File: config.mk
export PLATFORM = sky130hd
export DESIGN_NAME = axis_pkt_demux
export DESIGN_NICKNAME = d
export VERILOG_FILES = /design/src/rtl/axis_pkt_demux.sv
export SDC_FILE = /design/constraint.sdc
export NUM_CORES = 1
export LEC_CHECK = 0
export BUFFER_PORTS_ARGS = -buffer_cell sky130_fd_sc_hd__buf_2
export CAP_MARGIN = 5
export CORE_AREA = 4 4 507 509
export CTS_CLUSTER_SIZE = 40
export DETAILED_ROUTE_END_ITERATION = 7
export DIE_AREA = 0 0 511 513
export PLACE_DENSITY = 0.3
export SETUP_SLACK_MARGIN = 0.2
export SLEW_MARGIN = 15
export SYNTH_ARGS = -nofsm -noshare
export SYNTH_HDL_FRONTEND = slang
export SYNTH_SLANG_ARGS = --single-unit
File: constraint.sdc
create_clock -name axis_aclk -period 43 [get_ports axis_aclk]
set_input_delay 6.45 -clock axis_aclk [delete_from_list [all_inputs] [get_ports axis_aclk]]
set_output_delay 6.45 -clock axis_aclk [all_outputs]
set_load 0.005 [all_outputs]
File: src/rtl/axis_pkt_demux.sv
// -----------------------------------------------------------------------------
// axis_pkt_demux
//
// Packet-aware AXI-Stream demultiplexer. The route index is taken from
// select_committed on the first accepted beat of each packet and held until
// that packet's tlast beat is accepted, so a packet is never split across
// masters. One output register stage; payload is a shared bus and only the
// per-master tvalid differs between outputs. Packets whose route is
// out of range are consumed at full rate and counted in drop_count.
//
// Ports
//   axis_aclk          clock
//   axis_rst           synchronous active-high reset
//   select_committed   route index, sampled on the first beat of a packet
//   s_axis_*           slave stream (tvalid/tready/tdata/tkeep/tlast/tuser)
//   m_axis_tvalid      per-master valid, one-hot or zero
//   m_axis_tready      per-master ready
//   m_axis_t{data,keep,last,user}  shared payload to all masters
//   busy               high while a packet is in progress
//   drop_count         saturating count of dropped packets
// -----------------------------------------------------------------------------
module axis_pkt_demux #(
    parameter int M_COUNT    = 2,
    parameter int CL_M_COUNT = $clog2(M_COUNT),
    parameter int DATA_W     = 512,
    parameter int USER_W     = 48,
    localparam int KEEP_W    = DATA_W / 8
) (
    input  logic                  axis_aclk,
    input  logic                  axis_rst,
    input  logic [CL_M_COUNT-1:0] select_committed,

    input  logic                  s_axis_tvalid,
    output logic                  s_axis_tready,
    input  logic [DATA_W-1:0]     s_axis_tdata,
    input  logic [KEEP_W-1:0]     s_axis_tkeep,
    input  logic                  s_axis_tlast,
    input  logic [USER_W-1:0]     s_axis_tuser,

    output logic [M_COUNT-1:0]    m_axis_tvalid,
    input  logic [M_COUNT-1:0]    m_axis_tready,
    output logic [DATA_W-1:0]     m_axis_tdata,
    output logic [KEEP_W-1:0]     m_axis_tkeep,
    output logic                  m_axis_tlast,
    output logic [USER_W-1:0]     m_axis_tuser,

    output logic                  busy,
    output logic [31:0]           drop_count
);

    localparam logic [0:0] ST_IDLE   = 1'b0;
    localparam logic [0:0] ST_IN_PKT = 1'b1;

    logic [0:0]            state;
    logic [CL_M_COUNT-1:0] route_sel;
    logic [CL_M_COUNT-1:0] eff_sel;
    logic                  eff_drop;
    logic [M_COUNT-1:0]    sel_onehot;
    logic [M_COUNT-1:0]    out_vld;
    logic                  out_ready;
    logic                  s_accept;

    // At a packet boundary the live select decides the route of the beat
    // being offered; inside a packet the latched route wins.
    // NOTE: every signal assigned in always_comb gets a default first so no
    // path leaves it unassigned and no latch is inferred.
    always_comb begin
        eff_sel = route_sel;
        if (state == ST_IDLE) begin
            eff_sel = select_committed;
        end
    end

    assign eff_drop   = 32'(eff_sel) >= 32'(M_COUNT);
    assign sel_onehot = M_COUNT'(1) << eff_sel;

    // out_vld is non-zero only on the held beat's master, so ANDing with the
    // ready vector picks ready[out_sel] and ignores the other masters.
    assign out_ready  = |(out_vld & m_axis_tready);

    // Dropped beats never touch the output register, so they are accepted
    // regardless of whether a previous beat is still held.
    assign s_axis_tready = !axis_rst && (eff_drop || (out_vld == '0) || out_ready);
    assign s_accept      = s_axis_tvalid && s_axis_tready;

    // NOTE: sequential state uses non-blocking assignments so every register
    // samples pre-edge values regardless of statement order.
    always_ff @(posedge axis_aclk) begin
        if (axis_rst) begin
            state      <= ST_IDLE;
            route_sel  <= '0;
            out_vld    <= '0;
            drop_count <= '0;
        end else begin
            // A new beat may overwrite the register only when it is empty or
            // draining this cycle, which s_axis_tready already guarantees.
            if (s_accept && !eff_drop) begin
                out_vld <= sel_onehot;
            end else if (out_ready) begin
                out_vld <= '0;
            end

            if (s_accept) begin
                if (state == ST_IDLE) begin
                    route_sel <= select_committed;
                    state     <= s_axis_tlast ? ST_IDLE : ST_IN_PKT;
                end else if (s_axis_tlast) begin
                    state <= ST_IDLE;
                end

                if (eff_drop && s_axis_tlast && (drop_count != '1)) begin
                    drop_count <= drop_count + 32'd1;
                end
            end
        end
    end

    // NOTE: the payload register is deliberately not reset; it is qualified
    // by out_vld, and leaving it out of reset keeps the wide datapath cheap.
    always_ff @(posedge axis_aclk) begin
        if (s_accept && !eff_drop) begin
            m_axis_tdata <= s_axis_tdata;
            m_axis_tkeep <= s_axis_tkeep;
            m_axis_tlast <= s_axis_tlast;
            m_axis_tuser <= s_axis_tuser;
        end
    end

    assign m_axis_tvalid = out_vld;
    assign busy          = (state == ST_IN_PKT);

endmodule

==> summary.md <==
| Metric | Value |
|---|---|
| Status | complete, no violations |
| Die Width | 511 um |
| Synth Area in Compound Gates | 0.221% |
| Final setup fails | 0 |
| Crit-path cells | buf_2, a22o_1, nor2_1, nor2_1, buf_2 |
| Core Util, Final | 13.0% |
| Post-route minimum period | 13.59 ns |
| Reg2reg end | m_axis_tdata[138]$_DFFE_PP_ |
| Final GP Congestion | 0.826 |
| Slew Viols, Final | 0 |
| Commonest non-fill, non-tap cell in the layout | buf_2 |
| Unrepaired setup endpoints after global routing | false |
| IO Pins | 1,292 |
| Synth-to-layout area growth | 70.6% |
| FMAX | 0.0736 GHz |
| FP Rows | 185 |
| Worst min path class | reg2reg |
| Clock slew at reported path FFs | 0.05 ns |
| Seq cells post-synth | 629 |
| Worst VDD drop | 27.1 uV |
| Max-cap violations | 0 |
| Reg2Reg Depth | 7 |
| H-tree Lvls | 3 |
| CTS Root Cell | clkbuf_16 |
| Adder-Cell Fraction of Synth Area | 0% |
| Met2 routed WL | 67.1 mm |
| Average wire per standard cell | 28.1 um |
| Starting density of the core | 7.61% |
| Largest net degree at the start of global routing | 74 |
| CP arrival | 7.14 ns |
| Worst Path Required | 36.55 ns |
| Syn Inst Count | 686 |
| IO buf count | 1,259 |
| Avg Synthesized Cell Area | 28.1 um2 |
| TritonCTS clock tree | done |
| Hold Path End | route_sel$_SDFFE_PP0P_ |
| LEAKAGE | 12.5 nW |
| DRC | 0 |
| Crit. End Element | primary output |
| Hold Violations, Final | 0 |
| Die Span Y | 513 um |
| CP max FO | 4 |
| Biggest area consumer among synthesized cells | edfxtp_1 |
| GRT overflow | 0 |
| Setup TNS | 0 ns |
| DPL Wire Length | 135 mm |
| WP buf/inv | 2 |
| Synth top area cells | edfxtp_1, buf_4, dfxtp_1, mux2i_1, nor2_1 |
| Type of the worst setup path | in2out |
| Layout cells sized above 1 | 66.6% |
| Total of cells resized after clock tree synthesis | 0 |
| Clock Skew | 0.0389 ns |
| Least-Margin Pin Slew | 1.05 ns |
| Core footprint | 253,000 um2 |
| Postcts setup bufs | 0 |
| Yosys top cell area share | 97.5% |
| Antenna violations before repair | 302 |
| Worst-case clock buffer depth | 3 |
| Min-Delay Startpoint | route_sel$_SDFFE_PP0P_ |
| Startpoint type of the worst setup path | input pin |
| Mapped Area | 19,200 um2 |
| Routed wl met3 | 32.3 mm |
| Total clock buffers created by CTS | 88 |
| Main combinational cell family by area after synthesis | buffers and inverters |
| Crit-path slowest cell | a22o_1 |
| Routed wire length | 155 mm |
| Top delay family on crit path | compound AO/OA/AOI/OAI gates |
| Hold path depth | 2 |
| Synth warn | 0 |
| Pwr Density | 49.1 nW/um2 |
| Initial DRC Count | 869 |
| Fin nets | 2,674 |
| CTS Sinks | 629 |
| Post-Synth XOR/XNOR Area | 0% |
| Reg-to-Reg Start | m_axis_tvalid[1]$_SDFFE_PP0P_ |
| Slew HR | 29.8% |
| Most frequent cells in the layout | buf_2, edfxtp_1, clkbuf_16 |
| Worst path max stage delay | 0.27 ns |
| Highest routed layer | met5 |
| Simple-gate portion of the synthesized area | 0.364% |
| Cell variety after synth | 19 |
| DR pass1 iterations | 5 |
| Sequential area share after synthesis | 97.9% |
| GRT Overall Usage | 11.4% |
| DR vias/cell | 2.50 |
| Final WS setup | 29.41 ns |
| Vias in the first global route | 14,000 |
| Antenna viol nets, final | 0 |
| Later-pin clock latency in the skew report | 0.72 ns |
| Die area | 262,000 um2 |
| Total number of vias | 13,800 |
| R2R Setup Slk | 37.66 ns |
| Mux cell area share after synthesis | 0.182% |
| Metal-1 WL | 50.1 mm |
| Fin crit share | 31.6% |
| First-pass GRT wire length | 185 mm |
| Post-cts hold buffer count | 0 |
| Pre-CTS setup slack | 29.42 ns |
==> logic make-up (layout without fill, tap and decap cells) <==
| kind of cell | Yosys count | count (layout) |
|---|---|---|
| muxes | 3 | 3 |
| DFF | 629 | 629 |
| other | 1 | 72 |
| buffers and inverters | 33 | 1431 |
| AOI/OAI and AO/OA | 6 | 6 |
| and+or+nand+nor | 14 | 14 |
==> worst reg2reg max path, stage by stage (launching register included) <==
cell,delay [ns]
dfxtp_1,0.39
a22o_1,0.24
o21ai_2,0.12
nor2_4,0.80
buf_4,0.74
buf_4,0.77
buf_4,0.93
buf_4,0.98
==> cells in the mapped netlist <==
cell type	n
a21oi_1	1
a22o_1	1
buf_1	1
buf_4	32
conb_1	1
dfxtp_1	4
edfxtp_1	625
mux2_4	1
mux2i_1	2
nand2_1	3
nand2b_1	2
nand3b_1	1
nor2_1	5
nor2b_1	2
nor3b_1	1
o211ai_1	1
o21ai_0	1
o21ai_2	1
o31ai_1	1
==> layer usage <==
| layer | up-vias | global-route usage [%] |
|---|---|---|
| met3 | 503 | 11.2 |
| li1 | 5526 | - |
| met4 | 224 | 2.54 |
| met2 | 1286 | 17.6 |
| met5 | - | 0 |
| met1 | 6237 | 10.8 |
==> power breakdown <==
group          total (mW)  internal, mW  leakage, nW  switching, mW
clock network       0.786         0.465         1.45          0.320
registers           0.723         0.714         5.85        0.00843
logic               0.103        0.0396         5.16         0.0637
==> sequential cells by signal, summed over array words and instances (netlist names) <==
signal / cells
busy: 1
m_axis_tvalid: 2
m_axis_tlast: 1
route_sel: 1
m_axis_tuser: 48
m_axis_tdata: 512
m_axis_tkeep: 64
==> area by class of cell <==
type / count / area [um2]
multi-input combinational: 55 / 275
tap: 3366 / 4210
sequential: 629 / 18800
clock buffer: 106 / 2310
antenna: 40 / 100
clock inverter: 56 / 711
fill: 28500 / 220000
timing repair buffer: 1269 / 6380
==> worst max path at each step <==
stage | startpoint | endpoint | cells past startpoint
2_1_floorplan | m_axis_tready[1] | m_axis_tdata[0]$_DFFE_PP_ | 3
3_5_place_dp | m_axis_tready[1] | s_axis_tready | 5
3_3_place_gp | m_axis_tready[1] | s_axis_tready | 5
6_report | m_axis_tready[1] | s_axis_tready | 5
4_1_cts | m_axis_tready[1] | s_axis_tready | 5
5_1_grt | m_axis_tready[1] | s_axis_tready | 5
==> metrics by stage <==
stage / area, um2 / power (mW) / hold WS, ns / cells
global route: 32800 / 1.69 / 0.526 / 5488
detailed placement: 29700 / 0.846 / 0.483 / 5319
floorplan: 19400 / 0.791 / 0.452 / 717
finish: 32800 / 1.61 / 0.491 / 5521
CTS: 32700 / 1.67 / 0.503 / 5481
global placement: 29700 / 0.846 / 0.471 / 5319
Note: power is estimated with default switching activity, not from simulation.
